`config.mk`:
```
export PLATFORM = sky130hd
export DESIGN_NAME = memory_loader
export DESIGN_NICKNAME = d
export VERILOG_FILES = /design/src/rtl/memory_loader.sv
export SDC_FILE = /design/constraint.sdc
export NUM_CORES = 1
export LEC_CHECK = 0
export ABC_CLOCK_PERIOD_IN_PS = 3500
export CELL_PAD_IN_SITES_DETAIL_PLACEMENT = 0
export CELL_PAD_IN_SITES_GLOBAL_PLACEMENT = 2
export CORE_MARGIN = 3
export CORE_UTILIZATION = 32
export CTS_BUF_LIST = sky130_fd_sc_hd__clkbuf_16
export CTS_CLUSTER_DIAMETER = 200
export DETAILED_ROUTE_END_ITERATION = 16
export PLACE_DENSITY_LB_ADDON = 0.1
export SKIP_LAST_GASP = 1
export SLEW_MARGIN = 25
export SYNTH_ARGS = -nofsm -noshare
export SYNTH_HDL_FRONTEND = slang
export SYNTH_SLANG_ARGS = --single-unit
export TNS_END_PERCENT = 1
```
`constraint.sdc`:
```
create_clock -name clk -period 3.5 [get_ports clk]
set_clock_uncertainty 0.2 [all_clocks]
set_input_delay 0.7 -clock clk [delete_from_list [all_inputs] [get_ports clk]]
set_output_delay 0.7 -clock clk [all_outputs]
set_load 0.1 [all_outputs]
```
`src/rtl/memory_loader.sv`:
```
// memory_loader: boot-time byte-stream loader. Assembles little-endian
// 32-bit words from a valid/ready byte stream, writes them to consecutive
// word addresses starting at BASE, and keeps a running checksum while
// holding busy high so the CPU stays parked.
module memory_loader #(
  parameter int unsigned SIZE = 256,
  parameter int unsigned BASE = 0
) (
  input  logic        clk,
  input  logic        reset_n,
  input  logic        start,
  input  logic [31:0] word_count,
  input  logic        byte_valid,
  input  logic [7:0]  byte_data,
  output logic        byte_ready,
  output logic        mem_write_enable,
  output logic [31:0] mem_address,
  output logic [31:0] mem_data_in,
  output logic        busy,
  output logic        done,
  output logic        error,
  output logic [31:0] checksum
);

  typedef enum logic [1:0] {
    S_IDLE    = 2'd0,
    S_COLLECT = 2'd1,
    S_WRITE   = 2'd2
  } state_t;

  state_t      r_state,     w_state_next;
  logic [31:0] r_remaining, w_remaining_next;
  logic [31:0] r_address,   w_address_next;
  logic [31:0] r_word,      w_word_next;
  logic [31:0] r_checksum,  w_checksum_next;
  logic [1:0]  r_lane,      w_lane_next;
  logic        r_busy,      w_busy_next;
  logic        r_done,      w_done_next;
  logic        r_error,     w_error_next;

  // Fit check is done in 33 bits so a huge word_count cannot wrap past SIZE.
  logic [32:0] w_end;
  logic        w_too_big;
  assign w_end     = 33'(BASE) + {1'b0, word_count};
  assign w_too_big = (w_end > 33'(SIZE));

  // State and datapath registers; reset aborts any load and drops the partial word.
  always_ff @(posedge clk or negedge reset_n) begin
    if (!reset_n) begin
      r_state     <= S_IDLE;
      r_remaining <= '0;
      r_address   <= 32'(BASE);
      r_word      <= '0;
      r_checksum  <= '0;
      r_lane      <= '0;
      r_busy      <= 1'b0;
      r_done      <= 1'b0;
      r_error     <= 1'b0;
    end else begin
      r_state     <= w_state_next;
      r_remaining <= w_remaining_next;
      r_address   <= w_address_next;
      r_word      <= w_word_next;
      r_checksum  <= w_checksum_next;
      r_lane      <= w_lane_next;
      r_busy      <= w_busy_next;
      r_done      <= w_done_next;
      r_error     <= w_error_next;
    end
  end

  // Next-state and next-value logic; everything holds unless a state acts on it.
  always_comb begin
    w_state_next     = r_state;
    w_remaining_next = r_remaining;
    w_address_next   = r_address;
    w_word_next      = r_word;
    w_checksum_next  = r_checksum;
    w_lane_next      = r_lane;
    w_busy_next      = r_busy;
    w_done_next      = r_done;
    w_error_next     = r_error;
    case (r_state)
      S_IDLE: begin
        if (start) begin
          w_done_next     = 1'b0;
          w_error_next    = 1'b0;
          w_checksum_next = '0;
          if (word_count == 32'd0) begin
            w_done_next = 1'b1;
          end else if (w_too_big) begin
            w_error_next = 1'b1;
            w_done_next  = 1'b1;
          end else begin
            w_remaining_next = word_count;
            w_address_next   = 32'(BASE);
            w_lane_next      = 2'd0;
            w_busy_next      = 1'b1;
            w_state_next     = S_COLLECT;
          end
        end
      end
      S_COLLECT: begin
        if (byte_valid) begin
          // First byte lands in bits 7:0 (little-endian assembly).
          w_word_next[{r_lane, 3'b000} +: 8] = byte_data;
          w_lane_next = r_lane + 2'd1;
          if (r_lane == 2'd3) begin
            w_state_next = S_WRITE;
          end
        end
      end
      S_WRITE: begin
        w_checksum_next  = r_checksum + r_word;
        w_address_next   = r_address + 32'd1;
        w_remaining_next = r_remaining - 32'd1;
        if (r_remaining == 32'd1) begin
          w_busy_next  = 1'b0;
          w_done_next  = 1'b1;
          w_state_next = S_IDLE;
        end else begin
          w_state_next = S_COLLECT;
        end
      end
      default: begin
        w_state_next = S_IDLE;
      end
    endcase
  end

  // Handshake and memory strobes are decoded from state only.
  assign byte_ready       = (r_state == S_COLLECT);
  assign mem_write_enable = (r_state == S_WRITE);
  assign mem_address      = r_address;
  assign mem_data_in      = r_word;
  assign busy             = r_busy;
  assign done             = r_done;
  assign error            = r_error;
  assign checksum         = r_checksum;

endmodule

```
==> results.md, run 1 <==
* Run status: complete, no violations
* Setup repair after global routing missed its margin: false
* Routability cong. at 0.815
* Parity-gate share of the synthesized area counting xor and xnor cells at 6.54%
* Htree depth at 4
* Area fraction in compound gates after synthesis at 18.5%
* Worst slack at placement at -0.231 ns
* Area after detailed placement at 9620 sq um
* Commonest cells in the netlist: sky130_fd_sc_hd__nand2_1, sky130_fd_sc_hd__dfrtp_1, sky130_fd_sc_hd__o21ai_0, sky130_fd_sc_hd__nor2_1
* Final setup violation count at 0
* Root Buffer Master: sky130_fd_sc_hd__clkbuf_16
* GR Util All Layers at 18.1%
* Sort of element at the end of the critical path: flip-flop
* Number of enable-type register cells in the synthesized netlist at 0
* Synthesized netlist cell count at 875
* Startpoint class of the critical path: input port
* Vias per std cell at 4.99
* Ant. Diodes at 0
* Initial cell density of the core at 32.8%
* End of the worst hold path: r_remaining[31]$_DFFE_PN0P_
* R2R Setup Slk at 0.27 ns
* Top fanout value on the critical path at 3
* Cells on worst reg2reg path at 13
* Type of the tightest min-delay check: reg2reg
* Post-Synth Simple-Gate Area at 22.1%
* Total negative slack for setup checks at 0 ns
* Final Hold Vio Count at 0
* Via count of the first global-routing pass at 6917
* Power per standard cell area at 344 nW/um^2
* End of the worst register-to-register path: checksum[28]$_DFFE_PN0P_
* Initial detailed-routing violation count at 359
* Arrival @ worst endpoint at 3.43 ns
* Maximum ir drop on the vdd rail at 259 uV
* Post-route cell area at 10200 sq um
* ANT nets after route at 0
* Time the worst path needs with I/O delays and setup at 3.30 ns
* Cell depth of the worst hold path at 1
* Minimum setup slack in the final design at 0.201 ns
* Number of design rule violations left after detail routing at 0
* Die boundary height at 162 microns
* Worst Max-Slew Pin Slew at 0.721 ns
* Total of warnings raised by yosys at 0
* Number of synthesized register bits at 135
* Fmax at 0.303 GHz
* Routed Wire Length at 23500 microns
* Clock insertion delay at the later pin of the skew report at 0.42 ns
* Detailed-router iteration count before antenna repair at 4
* I/O pin cnt at 145
* Total leakage power at 4.56 nW
* Clock slew at the register clock pins of the worst setup and hold paths at 0.06 ns
* Final slew viol count at 0
* Die area at 26200 sq um
* Mux contribution to synthesized area at 0%
* Clock buffers created by TritonCTS at 17
* Most numerous cell in the Yosys netlist: sky130_fd_sc_hd__nand2_1
* Origin of the worst min-delay path: r_remaining[31]$_DFFE_PN0P_
* Clock Tree Buf Depth at 2
* Dominant cell type by area after synthesis: sky130_fd_sc_hd__dfrtp_1
* Area growth, synth to finish at 31.9%
* Maximum number of pins on one net before global-route repair at 67
* Main combinational cell family by area after synthesis: simple AND/OR/NAND/NOR gates
* Max-Slew Margin vs Limit at 51.6%
* Net count of the mapped netlist at 960
* Total number of placement rows at 56
* Synth top area share at 43.5%
* Initial antenna violation count at 1
* Placed cell count at 1353
* Adder and majority cell fraction of the synthesized area at 6.70%
* Synthesized area divided by synthesized cell count at 8.88 sq um
* Max-cap violation count at 0
* HPWL Detailed at 16900 microns
* Clock tree from TritonCTS: built
* Ratio of cells with drive above 1 in the final layout at 20.4%
* Post-layout nets at 1139
* Leading register cell type out of synthesis: sky130_fd_sc_hd__dfrtp_1
* Grt total ovfl at 0
* Area of the mapped netlist at 7770 sq um
* Overall via count from detail_route at 6918
* Drt wl/cell at 16.9 microns
* Global-route wire length before repair at 37900 microns
* Share of flip-flops with an asynchronous set or reset at 100%
* Reg-to-reg startpoint: mem_data_in[0]$_DFFE_PN0P_
* Count of input and output buffers at 144
* Top area cells in the synthesized netlist: sky130_fd_sc_hd__dfrtp_1, sky130_fd_sc_hd__nand2_1, sky130_fd_sc_hd__o21ai_0, sky130_fd_sc_hd__ha_1, sky130_fd_sc_hd__xor2_1
* Crit Path Category: in2reg
* Distinct cell type count after synthesis at 59
* Required time of the worst setup path at 3.63 ns
* Portion of the post-synthesis area used by sequential elements at 43.5%
* Number of buffers added for setup after CTS at 0
* Core area at 23700 sq um
* Clock net sink count at 135
* Final Non-Filler Cells at 1386
* Die outline width at 162 microns
* Period utilisation layout at 94.3%
-- cell usage in the layout, fill, tap and decap left out, types with 8 or more instances in the layout --
cell type	instances
sky130_fd_sc_hd__a21oi_1	38
sky130_fd_sc_hd__xnor2_1	18
sky130_fd_sc_hd__clkdlybuf4s50_1	42
sky130_fd_sc_hd__buf_4	141
sky130_fd_sc_hd__ha_1	40
sky130_fd_sc_hd__a31oi_1	9
sky130_fd_sc_hd__nand3_1	24
sky130_fd_sc_hd__o21ai_0	103
sky130_fd_sc_hd__dfrtp_1	115
sky130_fd_sc_hd__xor2_1	40
sky130_fd_sc_hd__clkinv_4	8
sky130_fd_sc_hd__or3_1	10
sky130_fd_sc_hd__nand2_1	157
sky130_fd_sc_hd__clkbuf_16	17
sky130_fd_sc_hd__a21o_1	25
sky130_fd_sc_hd__inv_1	21
sky130_fd_sc_hd__nand4_1	20
sky130_fd_sc_hd__dfrtp_2	20
sky130_fd_sc_hd__nor2_1	75
sky130_fd_sc_hd__nor3_1	17
-- stage by stage --
step,power [mW],util (%),hold slack [ns]
after CTS,3.59,43.2,0.286
after detailed placement,1.73,40.6,0.276
after global placement,1.73,40.6,0.270
after floorplan,1.61,-,0.204
final,3.53,43.3,0.287
after global routing,3.66,43.3,0.313
-- worst max-delay path, cell delays in order --
cell and delay [ns]:
sky130_fd_sc_hd__clkdlybuf4s50_1 0.42, sky130_fd_sc_hd__or4_4 0.56, sky130_fd_sc_hd__or3_4 0.40, sky130_fd_sc_hd__a2111oi_4 0.43, sky130_fd_sc_hd__nor2_4 0.07, sky130_fd_sc_hd__nor3_4 0.22
sky130_fd_sc_hd__nand4_2 0.14, sky130_fd_sc_hd__or3_1 0.34, sky130_fd_sc_hd__a21oi_1 0.14
-- where the power goes --
part	internal, mW	total, mW	leakage, nW	switching [mW]
clock network	1.07	1.83	0.293	0.767
registers	1.56	1.56	1.58	0.000556
logic	0.0577	0.131	2.69	0.0737
-- timing repair --
action                                  CTS  global route
endpoints found under the setup margin    1             1
gates resized for setup                   1             2
endpoints found under the hold margin    35             0
hold buffers                              1             0
-- worst max-delay path by stage --
stage	startpoint	endpoint	slack, ns	cells past startpoint
after detailed placement	word_count[3]	mem_address[29]$_DFFE_PN0P_	-0.23	9
final	word_count[3]	mem_address[29]$_DFFE_PN0P_	0.20	9
after CTS	mem_data_in[0]$_DFFE_PN0P_	checksum[30]$_DFFE_PN0P_	0.10	15
after global placement	word_count[3]	mem_address[31]$_DFFE_PN0P_	-0.22	10
after global routing	mem_data_in[13]$_DFFE_PN0P_	checksum[30]$_DFFE_PN0P_	0.02	11
after floorplan	mem_data_in[4]$_DFFE_PN0P_	checksum[30]$_DFFE_PN0P_	0.002	10
-- registers in the layout, indices dropped and copies added (netlist names) --
name	count
r_state	2
mem_data_in	32
mem_address	32
done	1
busy	1
error	1
r_lane	2
checksum	32
r_remaining	32
-- cells by family (layout without fill, tap and decap cells) --
group / count (synthesis) / in the layout
flops: 135 / 135
fa+ha+maj: 41 / 41
compound gates: 233 / 233
simple gates: 358 / 358
buf+inv: 50 / 242
xor+xnor: 58 / 58
-- routing by layer --
metal | global-route usage [%] | part of all wire [%] | vias up
met3 | 4.39 | 5.2 | 9
met2 | 29.0 | 46 | 144
li1 | - | - | 3482
met1 | 25.4 | 48 | 3281
met4 | 2.91 | 0.51 | 2
met5 | 0 | 0.047 | -
-- cell type report --
| class | count | area (sq um) |
|---|---|---|
| tap | 319 | 399 |
| clock inverter | 15 | 170 |
| sequential | 135 | 3400 |
| inverter | 22 | 85.1 |
| fill | 2415 | 13400 |
| multi-input combinational | 690 | 4200 |
| clock buffer | 17 | 425 |
| timing repair buffer | 188 | 1560 |
Power figures use the tool's default switching activity.
==> run 2, diff against run 1 <==
- SLEW_MARGIN: 25 -> 20
==> results of run 2 <==
Same layout as run 1: the final DEF is identical, and so are final timing and power.
